`config.mk`:
```
export PLATFORM = sky130hd
export DESIGN_NAME = fsm_seq_generator
export DESIGN_NICKNAME = d
export VERILOG_FILES = /design/src/rtl/fsm_seq_generator.sv
export SDC_FILE = /design/constraint.sdc
export NUM_CORES = 1
export LEC_CHECK = 0
export ABC_AREA = 1
export ABC_CLOCK_PERIOD_IN_PS = 2650
export CAP_MARGIN = 15
export CORE_AREA = 2 2 60 62
export DETAILED_ROUTE_END_ITERATION = 8
export DIE_AREA = 0 0 62 64
export PLACE_DENSITY = 0.77
export SYNTH_ARGS = -nofsm -noshare
export SYNTH_HDL_FRONTEND = slang
export SYNTH_SLANG_ARGS = --single-unit
```
`constraint.sdc`:
```
create_clock -name clk -period 2.65 [get_ports clk]
set_input_delay 0.53 -clock clk [delete_from_list [all_inputs] [get_ports clk]]
set_output_delay 0.53 -clock clk [all_outputs]
set_load 0.01 [all_outputs]
```
`src/rtl/fsm_seq_generator.sv`:
```
// fsm_seq_generator: serial bit-pattern transmitter feeding the sequence-detector FSMs.
// Latches pattern/length/repeat count on start, shifts the pattern out MSB-first
// with a qualifying valid, and ends each frame with a one-cycle done pulse.
// Optional feature macro: SEQ_GEN_GAP_EN inserts one idle (valid=0) cycle between repetitions.
module fsm_seq_generator #(
  parameter int PAT_W = 8,
  localparam int LW = $clog2(PAT_W + 1)
) (
  input  logic             clk,
  input  logic             rst,
  input  logic             start,
  input  logic [PAT_W-1:0] pattern,
  input  logic [LW-1:0]    pat_len,
  input  logic [3:0]       reps,
  output logic             data_out,
  output logic             valid,
  output logic             busy,
  output logic             done
);

`ifdef SEQ_GEN_GAP_EN
  typedef enum logic [1:0] {IDLE, SHIFT, DONE, GAP} state_t;
`else
  typedef enum logic [1:0] {IDLE, SHIFT, DONE} state_t;
`endif

  state_t state_q, state_d;

  logic [PAT_W-1:0] pat_q, pat_d;
  logic [LW-1:0]    len_q, len_d;
  logic [3:0]       rep_q, rep_d;
  logic [LW-1:0]    bitcnt_q, bitcnt_d;
  logic             data_q, data_d;
  logic             valid_q, valid_d;
  logic             busy_q, busy_d;
  logic             done_q, done_d;
  logic [LW-1:0]    eff_len;

  // Pick one pattern bit by shifting, so the index width never has to match PAT_W exactly
  function automatic logic sel_bit(input logic [PAT_W-1:0] pat, input logic [LW-1:0] idx);
    logic [PAT_W-1:0] shifted;
    shifted = pat >> idx;
    return shifted[0];
  endfunction

  // Lengths beyond the pattern register are clamped to the full width
  assign eff_len = (pat_len > LW'(PAT_W)) ? LW'(PAT_W) : pat_len;

  // State, latched request and output registers; reset aborts any frame in progress
  always_ff @(posedge clk) begin
    if (rst) begin
      state_q  <= IDLE;
      pat_q    <= '0;
      len_q    <= '0;
      rep_q    <= '0;
      bitcnt_q <= '0;
      data_q   <= 1'b0;
      valid_q  <= 1'b0;
      busy_q   <= 1'b0;
      done_q   <= 1'b0;
    end else begin
      state_q  <= state_d;
      pat_q    <= pat_d;
      len_q    <= len_d;
      rep_q    <= rep_d;
      bitcnt_q <= bitcnt_d;
      data_q   <= data_d;
      valid_q  <= valid_d;
      busy_q   <= busy_d;
      done_q   <= done_d;
    end
  end

  // Next state plus the output values that belong to that next state, so outputs come straight from flops
  always_comb begin
    state_d  = state_q;
    pat_d    = pat_q;
    len_d    = len_q;
    rep_d    = rep_q;
    bitcnt_d = bitcnt_q;
    data_d   = 1'b0;
    valid_d  = 1'b0;
    busy_d   = 1'b0;
    done_d   = 1'b0;
    case (state_q)
      IDLE: begin
        if (start && (eff_len != '0)) begin
          state_d  = SHIFT;
          pat_d    = pattern;
          len_d    = eff_len;
          rep_d    = reps;
          bitcnt_d = '0;
          valid_d  = 1'b1;
          busy_d   = 1'b1;
          data_d   = sel_bit(pattern, eff_len - LW'(1));
        end
      end
      SHIFT: begin
        busy_d = 1'b1;
        if (bitcnt_q == len_q - LW'(1)) begin
          if (rep_q == 4'd0) begin
            state_d = DONE;
            done_d  = 1'b1;
          end else begin
            rep_d    = rep_q - 4'd1;
            bitcnt_d = '0;
`ifdef SEQ_GEN_GAP_EN
            state_d  = GAP;
`else
            valid_d  = 1'b1;
            data_d   = sel_bit(pat_q, len_q - LW'(1));
`endif
          end
        end else begin
          bitcnt_d = bitcnt_q + LW'(1);
          valid_d  = 1'b1;
          data_d   = sel_bit(pat_q, len_q - LW'(2) - bitcnt_q);
        end
      end
`ifdef SEQ_GEN_GAP_EN
      GAP: begin
        state_d = SHIFT;
        busy_d  = 1'b1;
        valid_d = 1'b1;
        data_d  = sel_bit(pat_q, len_q - LW'(1));
      end
`endif
      DONE: begin
        state_d = IDLE;
      end
      default: begin
        state_d = IDLE;
      end
    endcase
  end

  assign data_out = data_q;
  assign valid    = valid_q;
  assign busy     = busy_q;
  assign done     = done_q;

endmodule

```
==> metrics.txt, run 1 <==
status finished, final reports clean; RR Endpoint data_out; number of CTS-inserted buffers 3; Port Buf Inserts 22; Startpoint Class primary input; hold buffer count at cts 0; Clock Path Buffers 2; Placed Area 2020 um^2; critical-path maximum fanout 11; CTS root buf clkbuf_4; global-route wire length before repair 6490 um; period utilization between 80% and 90%; # resized after CTS 0; sequential share of the synthesized area 29.9%; R2R cell count 17; Area growth, synth to finish 19.1%; First-pass DRT Iterations 4; routability congestion estimate 0.847; grt met3 use under 10%; worst slew pin tran 275 ps; antenna violations before repair 0; final worst slack 440 ps; CTS tree yes; Yosys cell types 33; crit end category register; Bufs and invs on worst path 3; Final Slew Violations 0; via count of the first global-routing pass 1,484; Min-Delay Startpoint state_q[0]; Initial Util 53.0%; Post-synth ARST share 0%; Routed WL between 3000 and 4000 um; DR WL/cell about 11 um; Reg2Reg Setup Slack between 400 and 500 ps; DRC violation count after routing 0; hold endpoint state_q[1]; clock sink count 26; Data required, critical path 2880 ps; DRT iter0 DRCs 103; Seq cells post-synth 26; synth cell count leaders nand2_1 (93), dfxtp_1 (26), inv_1 (26), nand3_1 (26), a21oi_1 (23); static leakage a little under 0.001 uW; Top FF cell, synth dfxtp_1; max_slew headroom around 80%; Post-DP HPWL 2990 um; hold depth 2; cell family with most CP delay buffers and inverters; Synth Net Count 300; Vias 1,684; critical-path cell list clkdlybuf4s50_1, inv_1, nand2_1, ha_1, a21boi_1, nand2_2, nand2_2, inv_2, a21boi_0, nor2_1; endpoints failing hold 0; M1 GR Usage 32.5%; EDFF count, synth 0; pwr/cell area 583 nW/um^2; Max stage delay on crit path 480 ps; clock input transition at the sequential cells of the worst setup and hold paths 140 ps; fmax 453 MHz; Clk Latency, worst-skew pair 310 ps; final instance area 2070 um^2; Remaining Overflow, GRT 0; GRT busiest layer met1; FP Rows 21; largest net degree at the start of global routing 17; WHS 487 ps; nets 326; Die Y 64 um; Syn Inst Count 271; most used cell, CP nand2_2; Die X 62 um; Max rail drop VDD 0.000361 V; Hold Path Class reg2reg; layout cells sized above 1 10.1%; # diodes 0; total global-route track usage about a fifth; synthesized area about 1700 um^2; RSZ-0062 raised after global routing no; post-route ant nets 0; min Tclk post-route 2210 ps; htree depth 1; core area 3280 um^2; average size of a mapped cell 6.42 um^2; Synth area leaders dfxtp_1 (30%), nand2_1 (20%), nand3_1 (7.5%); post-place setup slack 128 ps; post-CTS setup buffers 0; Clock Skew around 5.6 ps; yosys warns 0; post-synth top area share between 20 and 30%; Vias per Instance 4.92; area leader, netlist dfxtp_1; total I/O pin count 23; setup tns final 0 ps; Critical Path AT 2440 ps; M2 GR Usage ~30%; most frequent cell after synthesis nand2_1; Setup Viol. Count Final 0; FF-to-FF Start len_q[1]; Slowest cell on crit path clkdlybuf4s50_1; die area a little under 4000 um^2; Max Cap Viol 0; critical path type in2reg
worst max-delay path by stage:
stage                           start           to  slack, ps  cells after the start
after global placement     pat_len[3]  bitcnt_q[0]        210                     10
after global routing      bitcnt_q[1]     data_out        260                     16
after floorplan              len_q[1]     data_out        700                     17
final                      pat_len[3]  bitcnt_q[0]        440                     10
after detailed placement   pat_len[3]  bitcnt_q[0]        130                     10
after CTS                    len_q[1]     data_out        480                     17
layout by cell type, fill, tap and decap left out, types with 6 or more instances in the layout:
cell / count
clkdlybuf4s50_1: 22
ha_1: 9
a21oi_1: 23
o21ai_0: 6
inv_2: 7
nand2_2: 6
nor2_1: 19
dfxtp_1: 26
inv_1: 26
nand2_1: 93
nand3_1: 26
routing by layer:
layer / share of wire, % / routed length, um / up-vias
met5: 0 / 0 / -
met4: 0.76 / 28 / 0
met3: 3.2 / 118 / 4
met2: 44 / 1630 / 22
met1: 52 / 1910 / 735
li1: - / - / 923
power breakdown:
group	total (uW)	internal (uW)	switching, uW
logic	473	195	277
registers	467	434	32.9
clock network	268	153	115
tightest hold or removal path, stage by stage, from the launching register on:
cell and delay (ps):
dfxtp_1 340, inv_2 70, nor4_1 50
final cells by class:
| cell class | count | area, um^2 |
|---|---|---|
| clock inverter | 1 | 30.0 |
| inverter | 36 | 151 |
| tap | 46 | 57.6 |
| timing repair buffer | 24 | 235 |
| sequential | 26 | 520 |
| clock buffer | 3 | 22.5 |
| fill | 325 | 1210 |
| multi-input combinational | 206 | 1060 |
state kept, by name (all words and copies together) (netlist names):
signal	flops
len_q	4
valid	1
busy	1
pat_q	8
data_out	1
rep_q	4
bitcnt_q	4
done	1
state_q	2
through the flow:
step / util, % / total power [uW] / cells
floorplan: - / 824 / 271
detailed placement: 61.5 / 947 / 338
CTS: 63.1 / 1220 / 342
global route: 63.1 / 1310 / 342
global placement: 61.5 / 942 / 338
finish: 63.1 / 1210 / 342
kinds of logic (layout without fill, tap and decap cells):
group                    after synthesis  in the layout  synth area share [%]
AO/OA/AOI/OAI                         33             33                  10.1
XOR/XNOR                               3              3                  1.51
adder cells (fa/ha/maj)               10             10                  7.62
buffers and inverters                 39             64                  9.42
flip-flops                            26             26                  29.9
AND/OR/NAND/NOR                      160            160                  41.4
No activity file was read; power rests on OpenSTA's default activity.
==> run 2: changes to the inputs <==
--- a/config.mk
+++ b/config.mk
@@ -6,12 +6,12 @@
 export NUM_CORES = 1
 export LEC_CHECK = 0
 export ABC_AREA = 1
-export ABC_CLOCK_PERIOD_IN_PS = 2650
+export ABC_CLOCK_PERIOD_IN_PS = 2000
 export CAP_MARGIN = 15
-export CORE_AREA = 2 2 60 62
+export CORE_AREA = 2 2 63 65
 export DETAILED_ROUTE_END_ITERATION = 8
-export DIE_AREA = 0 0 62 64
-export PLACE_DENSITY = 0.77
+export DIE_AREA = 0 0 65 67
+export PLACE_DENSITY = 0.73
 export SYNTH_ARGS = -nofsm -noshare
 export SYNTH_HDL_FRONTEND = slang
 export SYNTH_SLANG_ARGS = --single-unit
==> constraint.sdc (replaced) <==
create_clock -name clk -period 2 [get_ports clk]
set_input_delay 0.4 -clock clk [delete_from_list [all_inputs] [get_ports clk]]
set_output_delay 0.4 -clock clk [all_outputs]
set_load 0.01 [all_outputs]
==> metrics.txt, run 2 (synthesized netlist as in run 1, its figures left out) <==
global-route wire length before repair 7240 um; Vias per Instance 4.93; Clock Path Buffers 2; GRT busiest layer met2; most frequent cells in the layout nand2_1 (92), nand3_1 (26), dfxtp_1 (26); htree depth 1; fillers 345; FP Rows 22; static leakage 0.00105 uW; Post-DP HPWL 3270 um; antenna violations before repair 0; min Tclk post-route 1900 ps; core area 3610 um^2; Routed WL about 4200 um; worst slew pin tran about 240 ps; fmax 526 MHz; Max rail drop VDD 0.000500 V; M1 GR Usage 30.3%; Clk Latency, worst-skew pair 270 ps; layout cells sized above 1 17.9%; Sw Share 36.2%; Min-Delay Startpoint state_q[0]; nets 342; M2 GR Usage 33.2%; Clock Skew 2.15 ps; Die X 65 um; DRC violation count after routing 0; Final Slew Violations 0; Initial Util 48.3%; DR WL/cell 11.6 um; total global-route track usage about a fifth; status finished, final reports clean; via count of the first global-routing pass between 1.5k and 2k; commonest non-fill, non-tap cell in the layout nand2_1; endpoints failing hold 0; number of CTS-inserted buffers 3; period utilization 95.1%; combinational power share 44.1%; crit end category register; post-route ant nets 0; Biggest register pat_q; pwr/cell area 751 nW/um^2; clock input transition at the sequential cells of the worst setup and hold paths 90 ps; Hold Path Class reg2reg; Largest register FFs 8; Startpoint Class register; Switch Pwr 617 uW; CTS tree yes; Layout Utilization 62.9%; die area 4360 um^2; RSZ-0062 raised after global routing yes; # diodes 0; clock sink count 26; Critical Path AT 2080 ps; First-pass DRT Iterations 4; Area growth, synth to finish 30.3%; Max Cap Viol 0; total I/O pin count 23; Vias 1,776; largest net degree at the start of global routing 17; internal cell power ~1100 uW; CTS root buf clkbuf_8; critical path type reg2reg; max_slew headroom between 80% and 90%; Die Y 67 um; Remaining Overflow, GRT 0; Port Buf Inserts 22; FF-to-FF Start len_q[1]; Data required, critical path 2180 ps; Setup crit start len_q[1]; critical-path maximum fanout 2; clock share of power 20.0%; DRT iter0 DRCs between 80 and 90; grt met3 use 1.52%; Setup Viol. Count Final 0; routability congestion estimate around 0.88; Seq pwr share 35.9%; WHS 479 ps
run 2: cell count changes in the layout (fill, tap and decap cells not counted), sizes merged:
cell    before  now
buf          2   18
bufinv       2    1
clkbuf       3    4
run 2: path summary, 6_finish.rpt:
check                    end  slack [ps]  depth (start not counted)
setup / recovery    data_out         100                         13
hold / removal    state_q[1]         480                          2
setup reg to reg    data_out         100                         13
hold reg to reg   state_q[1]         480                          2
run 2: power groups by stage:
stage          Clock (uW)  Sequential, uW  Combinational (uW)
6_report              341             612                 750
5_1_grt               369             618                 856
4_1_cts               343             611                 718
3_5_place_dp            0             622                 696
3_3_place_gp            0             621                 687
2_1_floorplan           0             622                 470
run 2: worst max-delay path, stage by stage (launching register included):
cell	delay [ps]
dfxtp_1	310
bufinv_8	170
ha_4	210
inv_4	50
ha_4	120
inv_2	30
fa_2	540
nand2_1	70
nand2_1	60
nor2_1	40
nand2_1	60
nand3_1	60
nand2_1	50
inv_1	40
run 2: repair_timing:
action | 4_1_cts | 5_1_grt
hold endpoints to repair | 0 | 0
setup buffers | 0 | 1
gates resized for setup | 5 | 9
endpoints found under the setup margin | 1 | 7
hold buffers | 0 | 0
pin swaps | 5 | 8
run 2: layout make-up:
| class | count | area (um^2) | area share, % |
|---|---|---|---|
| clock buffers | 4 | 55.1 | 2.43 |
| well taps | 48 | 60.1 | 2.65 |
| flip-flops and latches | 26 | 520 | 22.9 |
| inverters | 36 | 154 | 6.78 |
| multi-input cells | 206 | 1110 | 49.0 |
| repair buffers | 40 | 368 | 16.2 |
run 2: per-stage QoR:
stage / TNS [ps] / area [um^2] / setup WS, ps / instances / power [uW]
after floorplan: 0 / 1740 / 54.9 / 271 / 1090
after CTS: 0 / 2220 / 18.7 / 359 / 1670
after global routing: -12.4 / 2270 / -12.4 / 360 / 1840
after global placement: -704 / 2150 / -112 / 355 / 1310
after detailed placement: -1320 / 2150 / -150 / 355 / 1320
final: 0 / 2270 / 97.2 / 360 / 1700
run 2: routing by layer:
metal / vias up / wire length (um)
li1: 953 / -
met1: 784 / 2140
met2: 32 / 1840
met3: 7 / 115
met4: 0 / 87
met5: - / 0
==> run 3: changes to the inputs <==
--- a/config.mk
+++ b/config.mk
@@ -11,6 +11,7 @@
 export CORE_AREA = 2 2 63 65
 export DETAILED_ROUTE_END_ITERATION = 8
 export DIE_AREA = 0 0 65 67
+export GPL_ROUTABILITY_DRIVEN = 0
 export PLACE_DENSITY = 0.73
 export SYNTH_ARGS = -nofsm -noshare
 export SYNTH_HDL_FRONTEND = slang
==> results of run 3 <==
No change in the layout: final DEF, timing and power equal those of run 2.
